**config.mk**
```make
export PLATFORM = sky130hd
export DESIGN_NAME = sys_array_mac_ctrl_flat
export DESIGN_NICKNAME = d
export VERILOG_FILES = /design/src/rtl/sys_array_pkg.sv /design/src/rtl/sys_array_mac_ctrl_if.sv /design/src/rtl/sys_array_mac_ctrl.sv /design/src/flat_wrapper.sv
export SDC_FILE = /design/constraint.sdc
export NUM_CORES = 1
export LEC_CHECK = 0
export ABC_AREA = 0
export CAP_MARGIN = 20
export CELL_PAD_IN_SITES_DETAIL_PLACEMENT = 1
export CELL_PAD_IN_SITES_GLOBAL_PLACEMENT = 1
export CORE_MARGIN = 8
export CORE_UTILIZATION = 25
export DETAILED_ROUTE_END_ITERATION = 16
export PLACE_DENSITY = 0.73
export SLEW_MARGIN = 5
export SYNTH_ARGS = -nofsm -noshare
export SYNTH_HDL_FRONTEND = slang
export SYNTH_SLANG_ARGS = --single-unit
export TNS_END_PERCENT = 100
```
**constraint.sdc**
```tcl
create_clock -name clk -period 1.5 [get_ports clk]
set_clock_uncertainty 0.1 [all_clocks]
set_input_delay 0.3 -clock clk [delete_from_list [all_inputs] [get_ports clk]]
set_output_delay 0.3 -clock clk [all_outputs]
set_load 0.02 [all_outputs]
```
**src/rtl/sys_array_pkg.sv**
```systemverilog
// Shared types and sizing helpers for the systolic-array MAC sequencer slice.
package sys_array_pkg;

  typedef enum logic [2:0] {
    ST_IDLE,
    ST_LOAD,
    ST_FEED,
    ST_CAPTURE,
    ST_CHECK
  } mac_state_e;

  localparam int DEF_DATA_WIDTH   = 8;
  localparam int DEF_VEC_LEN      = 4;
  localparam int DEF_CELL_LATENCY = 1;

  function automatic int acc_width(input int data_width);
    return 2 * data_width;
  endfunction

  // Counters need at least one bit even when only a single value is ever used.
  function automatic int idx_width(input int count);
    return (count <= 1) ? 1 : $clog2(count);
  endfunction

endpackage

```
**src/rtl/sys_array_mac_ctrl_if.sv**
```systemverilog
// Bundle between the MAC sequencer (master), preset storage, start/abort control and the array cell.
interface sys_array_mac_ctrl_if #(
  parameter int DATA_WIDTH = sys_array_pkg::DEF_DATA_WIDTH,
  parameter int VEC_LEN    = sys_array_pkg::DEF_VEC_LEN
);
  import sys_array_pkg::*;

  localparam int ACC_W = acc_width(DATA_WIDTH);
  localparam int IDX_W = idx_width(VEC_LEN);

  logic                  start;
  logic                  abort;
  logic [IDX_W-1:0]      rom_addr;
  logic [DATA_WIDTH-1:0] rom_par;
  logic [DATA_WIDTH-1:0] rom_inp;
  logic [ACC_W-1:0]      rom_expected;
  logic                  cell_param_load;
  logic [DATA_WIDTH-1:0] cell_param_data;
  logic [DATA_WIDTH-1:0] cell_input_data;
  logic [ACC_W-1:0]      cell_prop_data;
  logic [ACC_W-1:0]      cell_out_data;
  logic                  busy;
  logic                  done;
  logic                  pass;
  logic [ACC_W-1:0]      result;

  modport master (
    input  start, abort, rom_par, rom_inp, rom_expected, cell_out_data,
    output rom_addr, cell_param_load, cell_param_data, cell_input_data, cell_prop_data,
           busy, done, pass, result
  );

  modport slave (
    output start, abort, rom_par, rom_inp, rom_expected, cell_out_data,
    input  rom_addr, cell_param_load, cell_param_data, cell_input_data, cell_prop_data,
           busy, done, pass, result
  );

endinterface

```
**src/rtl/sys_array_mac_ctrl.sv**
```systemverilog
// Sequencer that reuses one systolic-array cell as a dot-product engine and
// checks the finished sum against the preset's expected value.
module sys_array_mac_ctrl
  import sys_array_pkg::*;
#(
  parameter int DATA_WIDTH   = DEF_DATA_WIDTH,
  parameter int VEC_LEN      = DEF_VEC_LEN,
  parameter int CELL_LATENCY = DEF_CELL_LATENCY
) (
  input logic                 clk,
  input logic                 reset,
  sys_array_mac_ctrl_if.master bus
);

  localparam int ACC_W = acc_width(DATA_WIDTH);
  localparam int IDX_W = idx_width(VEC_LEN);
  localparam int LAT_W = idx_width(CELL_LATENCY);

  localparam logic [IDX_W-1:0] LAST_IDX  = IDX_W'(VEC_LEN - 1);
  localparam logic [LAT_W-1:0] LAST_WAIT = LAT_W'(CELL_LATENCY - 1);

  mac_state_e       state;
  mac_state_e       state_next;
  logic [IDX_W-1:0] idx;
  logic [LAT_W-1:0] wait_cnt;
  logic [ACC_W-1:0] acc;
  logic [ACC_W-1:0] result_q;
  logic             pass_q;
  logic             done_q;
  logic             start_ok;

  assign start_ok = bus.start && !bus.abort;

  always_ff @(posedge clk) begin
    if (reset) begin
      state    <= ST_IDLE;
      idx      <= '0;
      wait_cnt <= '0;
      acc      <= '0;
      result_q <= '0;
      pass_q   <= 1'b0;
      done_q   <= 1'b0;
    end else begin
      state  <= state_next;
      done_q <= 1'b0;
      if (state != ST_IDLE && bus.abort) begin
        idx <= '0;
      end else begin
        case (state)
          ST_IDLE: begin
            if (start_ok) begin
              idx <= '0;
              acc <= '0;
            end
          end
          ST_LOAD: wait_cnt <= '0;
          ST_FEED: wait_cnt <= wait_cnt + 1'b1;
          ST_CAPTURE: begin
            // The cell output already holds prop + inp*weight, so it becomes the new running sum.
            acc <= bus.cell_out_data;
            if (idx != LAST_IDX) idx <= idx + 1'b1;
          end
          ST_CHECK: begin
            result_q <= acc;
            pass_q   <= (acc == bus.rom_expected);
            done_q   <= 1'b1;
          end
          default: ;
        endcase
      end
    end
  end

  always_comb begin
    state_next = state;
    if (state != ST_IDLE && bus.abort) begin
      state_next = ST_IDLE;
    end else begin
      case (state)
        ST_IDLE:    if (start_ok) state_next = ST_LOAD;
        ST_LOAD:    state_next = ST_FEED;
        ST_FEED:    if (wait_cnt == LAST_WAIT) state_next = ST_CAPTURE;
        ST_CAPTURE: state_next = (idx == LAST_IDX) ? ST_CHECK : ST_LOAD;
        ST_CHECK:   state_next = ST_IDLE;
        default:    state_next = ST_IDLE;
      endcase
    end
  end

  // Operands stay on the cell through FEED and CAPTURE so a deep cell pipe sees stable inputs.
  always_comb begin
    bus.cell_param_load = 1'b0;
    bus.cell_param_data = '0;
    bus.cell_input_data = '0;
    bus.cell_prop_data  = '0;
    case (state)
      ST_LOAD: begin
        bus.cell_param_load = 1'b1;
        bus.cell_param_data = bus.rom_par;
      end
      ST_FEED, ST_CAPTURE: begin
        bus.cell_input_data = bus.rom_inp;
        bus.cell_prop_data  = acc;
      end
      default: ;
    endcase
  end

  assign bus.rom_addr = idx;
  assign bus.busy     = (state != ST_IDLE);
  assign bus.done     = done_q;
  assign bus.pass     = pass_q;
  assign bus.result   = result_q;

endmodule

```
**src/flat_wrapper.sv**
```systemverilog
// flat-port wrapper written by rule: the top's interface ports become plain ports
module sys_array_mac_ctrl_flat import sys_array_pkg::*;
#(
  parameter int DATA_WIDTH   = DEF_DATA_WIDTH,
  parameter int VEC_LEN      = DEF_VEC_LEN,
  parameter int CELL_LATENCY = DEF_CELL_LATENCY
)
  (clk, reset, bus_start, bus_abort, bus_rom_par, bus_rom_inp, bus_rom_expected, bus_cell_out_data, bus_rom_addr, bus_cell_param_load, bus_cell_param_data, bus_cell_input_data, bus_cell_prop_data, bus_busy, bus_done, bus_pass, bus_result);
  sys_array_mac_ctrl_if #(.DATA_WIDTH(DATA_WIDTH), .VEC_LEN(VEC_LEN)) bus_i ();
  input logic clk;
  input logic reset;
  input wire logic [$bits(bus_i.start)-1:0] bus_start;
  input wire logic [$bits(bus_i.abort)-1:0] bus_abort;
  input wire logic [$bits(bus_i.rom_par)-1:0] bus_rom_par;
  input wire logic [$bits(bus_i.rom_inp)-1:0] bus_rom_inp;
  input wire logic [$bits(bus_i.rom_expected)-1:0] bus_rom_expected;
  input wire logic [$bits(bus_i.cell_out_data)-1:0] bus_cell_out_data;
  output wire logic [$bits(bus_i.rom_addr)-1:0] bus_rom_addr;
  output wire logic [$bits(bus_i.cell_param_load)-1:0] bus_cell_param_load;
  output wire logic [$bits(bus_i.cell_param_data)-1:0] bus_cell_param_data;
  output wire logic [$bits(bus_i.cell_input_data)-1:0] bus_cell_input_data;
  output wire logic [$bits(bus_i.cell_prop_data)-1:0] bus_cell_prop_data;
  output wire logic [$bits(bus_i.busy)-1:0] bus_busy;
  output wire logic [$bits(bus_i.done)-1:0] bus_done;
  output wire logic [$bits(bus_i.pass)-1:0] bus_pass;
  output wire logic [$bits(bus_i.result)-1:0] bus_result;
  assign bus_i.start = bus_start;
  assign bus_i.abort = bus_abort;
  assign bus_i.rom_par = bus_rom_par;
  assign bus_i.rom_inp = bus_rom_inp;
  assign bus_i.rom_expected = bus_rom_expected;
  assign bus_i.cell_out_data = bus_cell_out_data;
  assign bus_rom_addr = bus_i.rom_addr;
  assign bus_cell_param_load = bus_i.cell_param_load;
  assign bus_cell_param_data = bus_i.cell_param_data;
  assign bus_cell_input_data = bus_i.cell_input_data;
  assign bus_cell_prop_data = bus_i.cell_prop_data;
  assign bus_busy = bus_i.busy;
  assign bus_done = bus_i.done;
  assign bus_pass = bus_i.pass;
  assign bus_result = bus_i.result;
  sys_array_mac_ctrl #(.DATA_WIDTH(DATA_WIDTH), .VEC_LEN(VEC_LEN), .CELL_LATENCY(CELL_LATENCY)) u_core (.clk(clk), .reset(reset), .bus(bus_i));
endmodule
```
### Word-level counts from Yosys, hierarchy flattened

Index checks and enable logic that the tools add are counted.

* bits in registers: 40
* input port bits: 52

* $add $sub $neg: 2
* equal/unequal tests: 10
* bitwise logic cells: 1
* muxes and demuxes: 15
* reductions and logical operators: 14

Operators with widths (count)
* 2-to-1 mux 16 bit: 2
* case mux 16 bit (2 select lines): 1
* == test 16 bit: 1
* 2-to-1 mux 8 bit: 2
* case mux 3 bit (4 select lines): 1
* 2-to-1 mux 3 bit: 3
* == test 3 x 2 -> 1 bit (second input constant): 2
* AND reduction 2 bit: 3
* AND reduction 3 bit: 2
* 2-to-1 mux 2 bit: 2
* inequality test 2 x 1 -> 1 bit (second input constant): 2
* inequality test 2 bit (second input constant): 2
* case mux 2 bit (2 select lines): 1
* nonzero test 2 bit: 2
* OR reduction 2 bit: 2
* == test 3 x 1 -> 1 bit (second input constant): 1
* == test 3 bit (second input constant): 1
* logical NOT 3 bit: 1
* nonzero test 3 bit: 1
* adder 2 x 1 -> 2 bit (second input constant): 1
* == test 2 bit (second input constant): 1
* logical AND 1 bit: 2
* 2-to-1 mux 1 bit: 2
* case mux 1 bit (2 select lines): 1
* other kinds (3): 3

### Logic depth before layout (Yosys ltp)

Gate-level depths: netlist (run 1).

* depth after elaboration: 4
* gate-level depth with buffers: 6
* mapped depth without buffers: 5

### Worst setup path before layout (run 1)

OpenSTA, ideal clock, no wires.

* kind: register to output
* start: register u_core.state[1]
* end: output port bus_cell_param_data[0]
* slack: -0.539 ns
* stages on the path, launching flop included: 4
* data arrival time: 1.639 ns
* required time: 1.100 ns
* path through: dfxtp_1 > buf_2 > nor3b_1 > and2_1

* longest elaborated chain between the ends: 2

RTL lines
* start: declaration: RTL line sys_array_mac_ctrl.sv:22 `mac_state_e state;`
* start signal: assignment: RTL line sys_array_mac_ctrl.sv:44 `state <= state_next;`
* == test 3 x 1 -> 1 bit: RTL line sys_array_mac_ctrl.sv:96 `case (state)`
* 2-to-1 mux 8 bit: RTL line sys_array_mac_ctrl.sv:96
* end: declaration: RTL line flat_wrapper.sv:20 `output wire logic [$bits(bus_i.cell_param_data)-1:0] bus_cell_param_data;`

No other way between the ends.

### Worst setup path in the final report (run 1)

* start: register u_core.state[0]
* end: register u_core.acc[1]

* longest elaborated chain between the ends: 4

RTL lines
* parallel branches: the longest is 4 deep, another holds logical NOT 3 bit
* end signal: assignment: RTL line sys_array_mac_ctrl.sv:60 `acc <= bus.cell_out_data;`
* end: declaration: RTL line sys_array_mac_ctrl.sv:26 `logic [ACC_W-1:0] acc;`

Several ways; the timed one is not identified.
A chain may end at the register's enable or synchronous reset.

==> impl_metrics.yaml, run 1 <==
setup_path:
  start_kind: "register"
  path_common_cell: "buf_6"
  end_kind: "register"
  critical_path_required_ps: 1590
  cp_cell_sequence: "buf_6, buf_6, or3b_4, a21boi_4, buf_6, buf_12, nand2b_4, a21oi_2"
  crit_arrival_ps: 1910
  path_class: "register to register"
  critPathSlowestCell: "or3b_4"
  cpPeakStageDelay_ps: 400
  cp_max_fo: 8
global_routing:
  grt_pass1_vias: 2579
  grt_use_total_pct: 15.13
  antenna_found_initial: 0
  grt_first_pass_wirelength_um: 13610
  grt_start_max_net_pins: 24
  grt_overflow: 0
detailed_routing:
  antenna_left: 0
  drc_errors: 0
  drt-total-wl_um: 8584
  vias: 2231
  drt-pass1-iter-count: 4
  viasPerCell: 4.507
  wire_per_inst_um: 17.34
  drt_iter0_drc: 39
logic_synthesis:
  syn_nets: 299
  synthTopCellsByArea: "dfxtp_1 40%, and2_1 10%, a21oi_1 9.0%"
  yosysTopAreaCellShare_pct: 39.90
  synth.most_common_cell: "dfxtp_1"
  ys.flop_type: "dfxtp_1"
  ys_top_cells_by_count: "40 x dfxtp_1, 36 x a21oi_1, 35 x nand2_1"
  seq_area_frac_synth_pct: 39.90
  synth_area_leader_cell: "dfxtp_1"
  syn_area_per_cell_um2: 8.158
  synthDistinctLibCells: 30
  async_reset_ff_share_pct: 0
  yosysWarnings: 0
  synthCells: 246
  synth-edff-count: 0
  ys_ff_latch: 40
  syn-cell-area_mm2: 0.002007
pwr:
  leakagePower_uw: 0.001629
  vdd_ir_drop_max_v: 0.0003198
  p_per_area_mw_per_mm2: 568.5
placement:
  gp_congestion: 0.7408
  io_buffers: 105
  post_dp_cell_area_mm2: 0.003471
  dp_hpwl_um: 6439
sta:
  hold_ws_ps: 353.4
  post-route-period-util_pct: 121.3
  slew_viol_final: 0
  worst_slew_margin_rel_pct: 77.30
  fin_ws_ps: -320.0
  finalCriticalPeriod_ps: 1820
  setup_violations: 71
  fmax_ghz: 0.5495
  hold_viol_final: 0
  rsz0062_at_grt: "yes"
  tightestPinTransition_ps: 337.4
cts:
  cts_tree: "done"
  cts_made_buffers: 5
  clk_latency_ps: 290
  hold_buffers: 0
  h-tree-depth: 2
  ctsLongestPathBuffers: 2
  root_buffer: "clkbuf_8"
  clock_sinks: 40
  clkTransAtPathRegs_ps: 80
final_layout:
  layout-drive-gt1-share_pct: 41.98
  design_area_mm2: 0.004018
  num_antenna_cells: 0
  area_delta_synth_final_pct: 100.2
  finalNetCount: 445
die:
  io_pins: 106
  fp.dieH_um: 105.6
  start_util_pct: 25.84
  die_w_um: 105.6
  dieArea_mm2: 0.01115
  rows: 32
  core_mm2: 0.007767
run_status:
  violations: "setup timing"
  status: "finished, violations left"
hold_path:
  hp-class: "register to register"
job:
  cap_violations: 0
==> sequential cells by signal, indices dropped and copies added (netlist names) <==
signal               count
u_core.bus.rom_addr      2
u_core.state             3
u_core.acc              16
u_core.bus.result       16
u_core.bus.pass          1
u_core.wait_cnt          1
u_core.bus.done          1
==> routing by layer <==
metal  global-route usage [%]  wire length, um  share of wire (%)
met1                    17.55             3659                 43
met2                    28.55             4580                 53
met3                    2.619              299                3.5
met4                    2.412               44               0.51
met5                        0                0                  0
==> report_power, final <==
part	internal (uW)	total [uW]	switching (uW)
Clock	376	759	383
Sequential	1060	1070	4.07
Combinational	285	459	174
==> stage by stage <==
step	setup TNS [ps]	power, uW	instances	setup WS, ps	utilization, %
after floorplan	-603.1	1232	246	-57.91	-
after global placement	-28530	1448	474	-490.4	44.68
after detailed placement	-30640	1458	474	-572.2	44.68
after CTS	-16530	2310	497	-329.6	50.11
after global routing	-20850	2373	495	-382.6	51.72
final	-17480	2284	495	-320.0	51.72
==> critical path, delay by kind of cell, from the launching register on <==
kind | cells | cell delay, ps
DFF | 1 | 330
AOI/OAI and AO/OA | 2 | 260
and+or+nand+nor | 2 | 520
buffers and inverters | 4 | 500
==> area by class of cell <==
cell class	count	area, um^2
fill	891	3750
sequential	40	809.5
tap	102	127.6
clock buffer	8	90.09
inverter	1	3.754
multi-input combinational	187	1400
timing repair buffer	157	1587
==> path summary, 6_finish.rpt <==
path | from | to | slack [ps] | cells after the start
worst max register to register | u_core.state[0]$_SDFFE_PP0P_ | u_core.acc[1]$_SDFFE_PP0P_ | -320 | 8
worst max-delay path | u_core.state[0]$_SDFFE_PP0P_ | u_core.acc[1]$_SDFFE_PP0P_ | -320 | 8
worst min-delay path | u_core.bus.result[5]$_SDFFE_PP0P_ | u_core.bus.result[5]$_SDFFE_PP0P_ | 350 | 2
worst min register to register | u_core.bus.result[5]$_SDFFE_PP0P_ | u_core.bus.result[5]$_SDFFE_PP0P_ | 350 | 2
==> logic make-up (layout without fill, tap and decap cells) <==
group	count (synthesis)	in the layout	share of synthesized area (%)
AOI/OAI and AO/OA	41	41	11.47
xor gates and xnor gates	17	17	7.419
adders and majority gates	1	1	0.6233
buffers and inverters	19	166	4.488
DFF	40	40	39.90
muxes	1	1	0.4988
and+or+nand+nor	127	127	35.60
==> cells in the final DEF (no fill, tap or decap), drive strengths merged, types with 2 or more instances in the layout <==
master and count:
a21o 2, a21oi 37, and2 32, buf 85, clkbuf 9, clkdlybuf4s50 51
dfxtp 40, dlygate4sd2 20, nand2 35, nand2b 18, nand3 17, nand4 4
nor2 5, nor2b 2, nor3b 3, nor4 2, or4b 3, xnor2 17
==> timing repair <==
action	4_1_cts	5_1_grt
setup buffers	12	0
cloned	3	2
pin swaps	13	38
gates resized for setup	263	50
endpoints found under the setup margin	92	71
Note: power is estimated with default switching activity, not from simulation.
==> run 2, diff against run 1 <==
- CTS_CLUSTER_DIAMETER: unset -> 200
==> results of run 2 <==
Same layout as run 1: the final DEF is identical, and so are final timing and power.
